<file path="src/rtl/axi4lite_host_mailbox_if.sv">
// AXI4-Lite channel bundle for the host mailbox; master drives requests, slave responds.
interface axi4lite_host_mailbox_if;
  logic        awvalid;
  logic        awready;
  logic [31:0] awaddr;
  logic [2:0]  awprot;
  logic [3:0]  awcache;
  logic        wvalid;
  logic        wready;
  logic [31:0] wdata;
  logic [3:0]  wstrb;
  logic        bvalid;
  logic        bready;
  logic [1:0]  bresp;
  logic        arvalid;
  logic        arready;
  logic [31:0] araddr;
  logic [2:0]  arprot;
  logic [3:0]  arcache;
  logic        rvalid;
  logic        rready;
  logic [1:0]  rresp;
  logic [31:0] rdata;

  modport master (
    output awvalid, awaddr, awprot, awcache, input awready,
    output wvalid, wdata, wstrb, input wready,
    input bvalid, bresp, output bready,
    output arvalid, araddr, arprot, arcache, input arready,
    input rvalid, rresp, rdata, output rready
  );

  modport slave (
    input awvalid, awaddr, awprot, awcache, output awready,
    input wvalid, wdata, wstrb, output wready,
    output bvalid, bresp, input bready,
    input arvalid, araddr, arprot, arcache, output arready,
    output rvalid, rresp, rdata, input rready
  );
endinterface

</file>
<file path="src/rtl/axi4lite_host_mailbox.sv">
// Host mailbox on AXI4-Lite: TOHOST/FROMHOST registers, free-running cycle
// counter and a sticky completion status derived from TOHOST writes.
module axi4lite_host_mailbox #(
  parameter logic [31:0] BASE_ADDR = 32'h0000_6000
) (
  input  logic                   aclk,
  input  logic                   aresetn,
  axi4lite_host_mailbox_if.slave bus,
  input  logic                   host_fromhost_valid,
  input  logic [31:0]            host_fromhost_data,
  output logic                   done,
  output logic                   pass,
  output logic [30:0]            exit_code
);

  typedef enum logic [1:0] {
    REG_TOHOST   = 2'd0,
    REG_FROMHOST = 2'd1,
    REG_CYCLES   = 2'd2,
    REG_STATUS   = 2'd3
  } reg_sel_e;

  typedef enum logic [1:0] {
    RESP_OKAY   = 2'b00,
    RESP_SLVERR = 2'b10
  } resp_e;

  logic        live_q, live_d;
  logic        aw_full_q, aw_full_d;
  logic [31:2] aw_addr_q, aw_addr_d;
  logic        w_full_q, w_full_d;
  logic [31:0] w_data_q, w_data_d;
  logic [3:0]  w_strb_q, w_strb_d;
  logic        bvalid_q, bvalid_d;
  logic [1:0]  bresp_q, bresp_d;
  logic        rvalid_q, rvalid_d;
  logic [1:0]  rresp_q, rresp_d;
  logic [31:0] rdata_q, rdata_d;
  logic [31:0] tohost_q, tohost_d;
  logic [31:0] fromhost_q, fromhost_d;
  logic [31:0] cycles_q, cycles_d;
  logic        done_q, done_d;
  logic        pass_q, pass_d;
  logic [30:0] exit_code_q, exit_code_d;

  logic        aw_ready, w_ready, ar_ready;
  logic        wr_exec, wr_hit, rd_hit;
  reg_sel_e    wr_sel, rd_sel;
  logic [31:0] wr_old, wr_merged, rd_val;
  logic        unused_bits;

  // Readies come only from flops; live_q keeps them low until the first edge after reset.
  assign aw_ready    = live_q & ~aw_full_q;
  assign w_ready     = live_q & ~w_full_q;
  assign ar_ready    = live_q & ~rvalid_q;

  assign bus.awready = aw_ready;
  assign bus.wready  = w_ready;
  assign bus.arready = ar_ready;
  assign bus.bvalid  = bvalid_q;
  assign bus.bresp   = bresp_q;
  assign bus.rvalid  = rvalid_q;
  assign bus.rresp   = rresp_q;
  assign bus.rdata   = rdata_q;
  assign done        = done_q;
  assign pass        = pass_q;
  assign exit_code   = exit_code_q;

  assign unused_bits = ^{bus.awprot, bus.awcache, bus.arprot, bus.arcache,
                         bus.awaddr[1:0], bus.araddr[1:0]};

  // Next-state for holding slots, write/read channels, mailbox registers and status.
  always_comb begin
    live_d      = 1'b1;
    aw_full_d   = aw_full_q;
    aw_addr_d   = aw_addr_q;
    w_full_d    = w_full_q;
    w_data_d    = w_data_q;
    w_strb_d    = w_strb_q;
    bvalid_d    = bvalid_q;
    bresp_d     = bresp_q;
    rvalid_d    = rvalid_q;
    rresp_d     = rresp_q;
    rdata_d     = rdata_q;
    tohost_d    = tohost_q;
    fromhost_d  = fromhost_q;
    cycles_d    = cycles_q + 32'd1;
    done_d      = done_q;
    pass_d      = pass_q;
    exit_code_d = exit_code_q;

    wr_exec   = aw_full_q & w_full_q & ~bvalid_q;
    wr_hit    = (aw_addr_q[31:4] == BASE_ADDR[31:4]);
    wr_sel    = reg_sel_e'(aw_addr_q[3:2]);
    wr_old    = (wr_sel == REG_TOHOST) ? tohost_q : fromhost_q;
    wr_merged = wr_old;
    for (int unsigned i = 0; i < 4; i++) begin
      if (w_strb_q[i]) wr_merged[8*i +: 8] = w_data_q[8*i +: 8];
    end

    rd_hit = (bus.araddr[31:4] == BASE_ADDR[31:4]);
    rd_sel = reg_sel_e'(bus.araddr[3:2]);
    rd_val = '0;
    unique case (rd_sel)
      REG_TOHOST:   rd_val = tohost_q;
      REG_FROMHOST: rd_val = fromhost_q;
      REG_CYCLES:   rd_val = cycles_q;
      REG_STATUS:   rd_val = {30'b0, pass_q, done_q};
    endcase

    if (bus.awvalid && aw_ready) begin
      aw_full_d = 1'b1;
      aw_addr_d = bus.awaddr[31:2];
    end
    if (bus.wvalid && w_ready) begin
      w_full_d = 1'b1;
      w_data_d = bus.wdata;
      w_strb_d = bus.wstrb;
    end

    if (bvalid_q && bus.bready) bvalid_d = 1'b0;

    if (wr_exec) begin
      aw_full_d = 1'b0;
      w_full_d  = 1'b0;
      bvalid_d  = 1'b1;
      if (wr_hit && (wr_sel == REG_TOHOST || wr_sel == REG_FROMHOST)) begin
        bresp_d = RESP_OKAY;
        if (wr_sel == REG_TOHOST) begin
          tohost_d = wr_merged;
          if (!done_q && wr_merged[0]) begin
            done_d      = 1'b1;
            pass_d      = (wr_merged == 32'h1);
            exit_code_d = wr_merged[31:1];
          end
        end else begin
          fromhost_d = wr_merged;
        end
      end else begin
        bresp_d = RESP_SLVERR;
      end
    end

    // Host load overrides any bus write to FROMHOST in the same cycle.
    if (host_fromhost_valid) fromhost_d = host_fromhost_data;

    if (rvalid_q && bus.rready) rvalid_d = 1'b0;

    // Read samples the current register values, so a same-cycle write is not visible.
    if (bus.arvalid && ar_ready) begin
      rvalid_d = 1'b1;
      if (rd_hit) begin
        rdata_d = rd_val;
        rresp_d = RESP_OKAY;
      end else begin
        rdata_d = '0;
        rresp_d = RESP_SLVERR;
      end
    end
  end

  // State registers with asynchronous active-low clear.
  always_ff @(posedge aclk or negedge aresetn) begin
    if (!aresetn) begin
      live_q      <= 1'b0;
      aw_full_q   <= 1'b0;
      aw_addr_q   <= '0;
      w_full_q    <= 1'b0;
      w_data_q    <= '0;
      w_strb_q    <= '0;
      bvalid_q    <= 1'b0;
      bresp_q     <= '0;
      rvalid_q    <= 1'b0;
      rresp_q     <= '0;
      rdata_q     <= '0;
      tohost_q    <= '0;
      fromhost_q  <= '0;
      cycles_q    <= '0;
      done_q      <= 1'b0;
      pass_q      <= 1'b0;
      exit_code_q <= '0;
    end else begin
      live_q      <= live_d;
      aw_full_q   <= aw_full_d;
      aw_addr_q   <= aw_addr_d;
      w_full_q    <= w_full_d;
      w_data_q    <= w_data_d;
      w_strb_q    <= w_strb_d;
      bvalid_q    <= bvalid_d;
      bresp_q     <= bresp_d;
      rvalid_q    <= rvalid_d;
      rresp_q     <= rresp_d;
      rdata_q     <= rdata_d;
      tohost_q    <= tohost_d;
      fromhost_q  <= fromhost_d;
      cycles_q    <= cycles_d;
      done_q      <= done_d;
      pass_q      <= pass_d;
      exit_code_q <= exit_code_d;
    end
  end

endmodule

</file>
<file path="src/flat_wrapper.sv">
// flat-port wrapper written by rule: the top's interface ports become plain ports
module axi4lite_host_mailbox_flat 
#(
  parameter logic [31:0] BASE_ADDR = 32'h0000_6000
)
  (aclk, aresetn, host_fromhost_valid, host_fromhost_data, done, pass, exit_code, bus_awvalid, bus_awaddr, bus_awprot, bus_awcache, bus_awready, bus_wvalid, bus_wdata, bus_wstrb, bus_wready, bus_bvalid, bus_bresp, bus_bready, bus_arvalid, bus_araddr, bus_arprot, bus_arcache, bus_arready, bus_rvalid, bus_rresp, bus_rdata, bus_rready);
  axi4lite_host_mailbox_if bus_i ();
  input  logic aclk;
  input  logic aresetn;
  input  logic host_fromhost_valid;
  input  logic [31:0] host_fromhost_data;
  output logic done;
  output logic pass;
  output logic [30:0] exit_code;
  input wire logic [$bits(bus_i.awvalid)-1:0] bus_awvalid;
  input wire logic [$bits(bus_i.awaddr)-1:0] bus_awaddr;
  input wire logic [$bits(bus_i.awprot)-1:0] bus_awprot;
  input wire logic [$bits(bus_i.awcache)-1:0] bus_awcache;
  output wire logic [$bits(bus_i.awready)-1:0] bus_awready;
  input wire logic [$bits(bus_i.wvalid)-1:0] bus_wvalid;
  input wire logic [$bits(bus_i.wdata)-1:0] bus_wdata;
  input wire logic [$bits(bus_i.wstrb)-1:0] bus_wstrb;
  output wire logic [$bits(bus_i.wready)-1:0] bus_wready;
  output wire logic [$bits(bus_i.bvalid)-1:0] bus_bvalid;
  output wire logic [$bits(bus_i.bresp)-1:0] bus_bresp;
  input wire logic [$bits(bus_i.bready)-1:0] bus_bready;
  input wire logic [$bits(bus_i.arvalid)-1:0] bus_arvalid;
  input wire logic [$bits(bus_i.araddr)-1:0] bus_araddr;
  input wire logic [$bits(bus_i.arprot)-1:0] bus_arprot;
  input wire logic [$bits(bus_i.arcache)-1:0] bus_arcache;
  output wire logic [$bits(bus_i.arready)-1:0] bus_arready;
  output wire logic [$bits(bus_i.rvalid)-1:0] bus_rvalid;
  output wire logic [$bits(bus_i.rresp)-1:0] bus_rresp;
  output wire logic [$bits(bus_i.rdata)-1:0] bus_rdata;
  input wire logic [$bits(bus_i.rready)-1:0] bus_rready;
  assign bus_i.awvalid = bus_awvalid;
  assign bus_i.awaddr = bus_awaddr;
  assign bus_i.awprot = bus_awprot;
  assign bus_i.awcache = bus_awcache;
  assign bus_awready = bus_i.awready;
  assign bus_i.wvalid = bus_wvalid;
  assign bus_i.wdata = bus_wdata;
  assign bus_i.wstrb = bus_wstrb;
  assign bus_wready = bus_i.wready;
  assign bus_bvalid = bus_i.bvalid;
  assign bus_bresp = bus_i.bresp;
  assign bus_i.bready = bus_bready;
  assign bus_i.arvalid = bus_arvalid;
  assign bus_i.araddr = bus_araddr;
  assign bus_i.arprot = bus_arprot;
  assign bus_i.arcache = bus_arcache;
  assign bus_arready = bus_i.arready;
  assign bus_rvalid = bus_i.rvalid;
  assign bus_rresp = bus_i.rresp;
  assign bus_rdata = bus_i.rdata;
  assign bus_i.rready = bus_rready;
  axi4lite_host_mailbox #(.BASE_ADDR(BASE_ADDR)) u_core (.aclk(aclk), .aresetn(aresetn), .bus(bus_i), .host_fromhost_valid(host_fromhost_valid), .host_fromhost_data(host_fromhost_data), .done(done), .pass(pass), .exit_code(exit_code));
endmodule
</file>
<file path="config.mk">
export PLATFORM = sky130hd
export DESIGN_NAME = axi4lite_host_mailbox_flat
export DESIGN_NICKNAME = d
export VERILOG_FILES = /design/src/rtl/axi4lite_host_mailbox_if.sv /design/src/rtl/axi4lite_host_mailbox.sv /design/src/flat_wrapper.sv
export SDC_FILE = /design/constraint.sdc
export NUM_CORES = 1
export LEC_CHECK = 0
export CORE_MARGIN = 5
export CORE_UTILIZATION = 55
export DETAILED_ROUTE_END_ITERATION = 16
export GPL_TIMING_DRIVEN = 0
export PLACE_DENSITY = 0.82
export RECOVER_POWER = 50
export SLEW_MARGIN = 20
export SYNTH_ARGS = -nofsm -noshare
export SYNTH_HDL_FRONTEND = slang
export SYNTH_SLANG_ARGS = --single-unit
export TNS_END_PERCENT = 50
</file>
<file path="constraint.sdc">
create_clock -name aclk -period 3.4 [get_ports aclk]
set_input_delay 0.68 -clock aclk [delete_from_list [all_inputs] [get_ports aclk]]
set_output_delay 0.68 -clock aclk [all_outputs]
set_load 0.01 [all_outputs]
</file>
==> results.sh <==
export IMPL_status="finished with violations"
export IMPL_violations="capacitance limit, slew limit"
export IMPL_dr_total_vias=8437
export IMPL_clock_latency_ns=0.52
export IMPL_multi_input_area_sq_um=4550
export IMPL_netlist_area_sq_um=10700
export IMPL_p_per_area_nw_per_um2=613
export IMPL_antenna_found_initial=0
export IMPL_clock_sinks=234
export IMPL_post_synth_top_area_cell="dfrtp_1"
export IMPL_dp_cells=1399
export IMPL_p_total_mw=8.56
export IMPL_finalSetupViolCount=0
export IMPL_critPathLaunchType="flip-flop"
export IMPL_die_h_microns=150
export IMPL_ir_worst_vdd_mv=0.441
export IMPL_fmax_ghz=0.311
export IMPL_instances_no_fill=1442
export IMPL_drc=0
export IMPL_cts_tree="done"
export IMPL_hpwl_mm=21.9
export IMPL_dieArea_sq_um=22400
export IMPL_grt_max_degree=105
export IMPL_ys_seq_elements=234
export IMPL_relSlewSlack_pct=-66.5
export IMPL_crit_arrival_ns=3.65
export IMPL_critPathLaunch="u_core.aw_addr_q[3]"
export IMPL_switching_power_mw=2.76
export IMPL_p_leak_nw=6.10
export IMPL_holdWs_ns=0.496
export IMPL_area_delta_synth_final_pct=30.0
export IMPL_worstPathMaxFanout=10
export IMPL_worstMarginPinSlew_ns=2.50
export IMPL_dp_worst_setup_slack_ns=0.0266
export IMPL_n_fill_cell=1364
export IMPL_first_pass_iters=5
export IMPL_synth_seq_area_share_pct=54.6
export IMPL_yosysUniqueCellTypes=47
export IMPL_setup_slack_ns=0.188
export IMPL_drv_slew=45
export IMPL_fin_worst_skew_ns=0.0127
export IMPL_gp_congestion=0.868
export IMPL_io_buffers=205
export IMPL_fin_nets=1315
export IMPL_p_sw_share_pct=32.3
export IMPL_hold_viol_final=0
export IMPL_synth_top_cells_by_count="dfrtp_1 (234), nand2_1 (143), mux2_2 (80), o21ai_0 (74), mux2i_1 (62)"
export IMPL_avgSynthCellArea_sq_um=11.6
export IMPL_drive_gt1_share_pct=14.3
export IMPL_clockPowerShare_pct=31.1
export IMPL_wl_per_cell_microns=20.6
export IMPL_grt_pass1_wl_mm=46.6
export IMPL_placed_area_sq_um=13200
export IMPL_initial_core_util_pct=55.5
export IMPL_path_clk_slew_ns=0.06
export IMPL_grt_setup_unrepaired="false"
export IMPL_seqPwrFrac_pct=43.0
export IMPL_num_antenna_cells=0
export IMPL_rows=51
export IMPL_met3_length_mm=3.23
export IMPL_hp_start="u_core.exit_code[8]"
export IMPL_io_pins=228
export IMPL_drv_cap=1
export IMPL_timing_rr_start="u_core.aw_addr_q[3]"
export IMPL_grtUsageTotal_pct=26.6
export IMPL_vias_per_cell=5.85
export IMPL_clk_path_buf_depth=3
export IMPL_final_util_pct=72.2
export IMPL_synth_edf_count=0
export IMPL_endpoint_kind="flip-flop"
export IMPL_drt_initial_drc_count=620
export IMPL_combPwrFrac_pct=25.8
export IMPL_synth_top_area_share_pct=54.6
export IMPL_numCtsBuffers=24
export IMPL_synth_area_leaders="dfrtp_1 (55%), mux2_2 (8.4%), mux2i_1 (5.8%)"
export IMPL_wl_met2_mm=13.5
export IMPL_synth_ff_type="dfrtp_1"
export IMPL_die_x_microns=150
export IMPL_cts_setup_buffers=0
export IMPL_tns_ns=0
export IMPL_routed_wl_mm=29.7
export IMPL_cts_root_buf="clkbuf_16"
export IMPL_highest_layer="met4"
export IMPL_yosysWarnings=0
export IMPL_synth_cells=926
export IMPL_synthArstFlopShare_pct=100
export IMPL_period_needed_ns=3.21
export IMPL_ant_nets=0
export IMPL_regArea_sq_um=5860
export IMPL_cts_htree_levels=1
export IMPL_worstSetupPathType="flip-flop to flip-flop"
export IMPL_drt_met1_wl_mm=11.7
export IMPL_hold_buffers=0
export IMPL_stdcell_area_sq_um=14000
export IMPL_cp_required_ns=3.84
export IMPL_grt_overflow=0
export IMPL_synth_most_common_cell="dfrtp_1"
export IMPL_coreArea_sq_um=19300
export IMPL_internal_power_mw=5.79
export IMPL_grt_pass1_vias=8555
export IMPL_finalCritPeriodShare_pct=94.5
export IMPL_min_path_type="flip-flop to flip-flop"
[state kept, by name (all words and copies together) (netlist names)]
register / count
u_core.bus.rresp: 1
u_core.bus.bvalid: 1
u_core.bus.bresp: 1
u_core.w_full_q: 1
u_core.w_data_q: 32
u_core.live_q: 1
u_core.aw_full_q: 1
u_core.fromhost_q: 32
u_core.cycles_q: 32
u_core.tohost_q: 32
u_core.aw_addr_q: 30
u_core.pass: 1
u_core.bus.rdata: 32
u_core.bus.rvalid: 1
u_core.w_strb_q: 4
u_core.exit_code: 31
u_core.done: 1
[layout by cell type (no fill, tap or decap), types with 6 or more instances in the layout]
| cell | Yosys | layout |
|---|---|---|
| nor2b_1 | 6 | 6 |
| o21ai_0 | 74 | 74 |
| nand3_1 | 11 | 11 |
| or4b_1 | 10 | 10 |
| mux2i_1 | 62 | 62 |
| mux2_2 | 80 | 80 |
| nand2_1 | 143 | 143 |
| mux2_4 | 19 | 19 |
| mux2_1 | 12 | 12 |
| nor2_1 | 13 | 12 |
| xor2_1 | 7 | 7 |
| nand4_1 | 12 | 12 |
| nor4_1 | 15 | 14 |
| dfrtp_1 | 234 | 234 |
| clkbuf_1 | 48 | 52 |
| o21ai_1 | 10 | 10 |
| clkbuf_16 | 0 | 25 |
| o311ai_0 | 9 | 8 |
| inv_1 | 27 | 27 |
| o211ai_1 | 10 | 10 |
| xnor2_1 | 23 | 23 |
| o311a_1 | 8 | 8 |
| or4b_2 | 14 | 14 |
| a22o_1 | 32 | 32 |
| clkdlybuf4s50_1 | 0 | 204 |
| o311ai_1 | 5 | 6 |
[kinds of logic (layout without fill, tap and decap cells)]
| logic type | after synthesis | in the layout | synth area share (%) |
|---|---|---|---|
| compound gates | 152 | 152 | 9.35 |
| xor+xnor | 30 | 30 | 2.45 |
| fa+ha+maj | 1 | 1 | 0.117 |
| buf+inv | 85 | 335 | 3.23 |
| flops | 234 | 234 | 54.6 |
| mux | 175 | 175 | 18.5 |
| other cells | 2 | 3 | 0.0700 |
| simple gates | 247 | 247 | 11.7 |
[final timing paths]
path / end / slack [ns] / depth (start not counted)
min in group asynchronous: u_core.bus.rdata[23] / 0.93 / 1
max reg2reg: u_core.pass / 0.19 / 9
min: u_core.exit_code[8] / 0.50 / 2
max: u_core.pass / 0.19 / 9
max in group asynchronous: u_core.fromhost_q[18] / 0.58 / 2
min reg2reg: u_core.exit_code[8] / 0.50 / 2
[cell type report]
type / count / share of cell area (%)
Timing Repair Buffer: 207 / 14.8
Tap cell: 265 / 2.38
Sequential cell: 234 / 42.0
Multi-Input combinational cell: 608 / 32.6
Clock buffer: 31 / 4.86
Buffer: 58 / 1.78
Clock inverter: 12 / 0.888
Inverter: 27 / 0.726
[worst max-delay path: stages, from the launching register on]
cell and delay (ns):
dfrtp_1 0.49, nor2_4 0.25, buf_2 0.26, buf_2 0.34, clkbuf_4 0.34, mux2i_1 0.37, o21ai_0 0.22, nor4_1 0.40
nand4_1 0.26, o21ai_1 0.21
[power groups by stage]
stage               sequential [mW]  clock (mW)  combinational, mW
floorplan                      3.57           0               1.37
global placement               3.68           0               2.11
detailed placement             3.71           0               2.15
CTS                            3.67        2.68               2.17
global route                   3.74        2.80               2.39
finish                         3.68        2.66               2.21
[repair_timing]
| item | CTS | global route |
|---|---|---|
| resized for setup | 1 | 2 |
| gates cloned | 0 | 0 |
| setup endpoints to repair | 1 | 1 |
[per-layer routing]
layer | track usage [%] | up-vias
li1 | - | 3782
met1 | 35.8 | 4125
met2 | 41.7 | 449
met3 | 7.51 | 81
met4 | 9.65 | 0
met5 | 0 | -
Note: power is estimated with default switching activity, not from simulation.
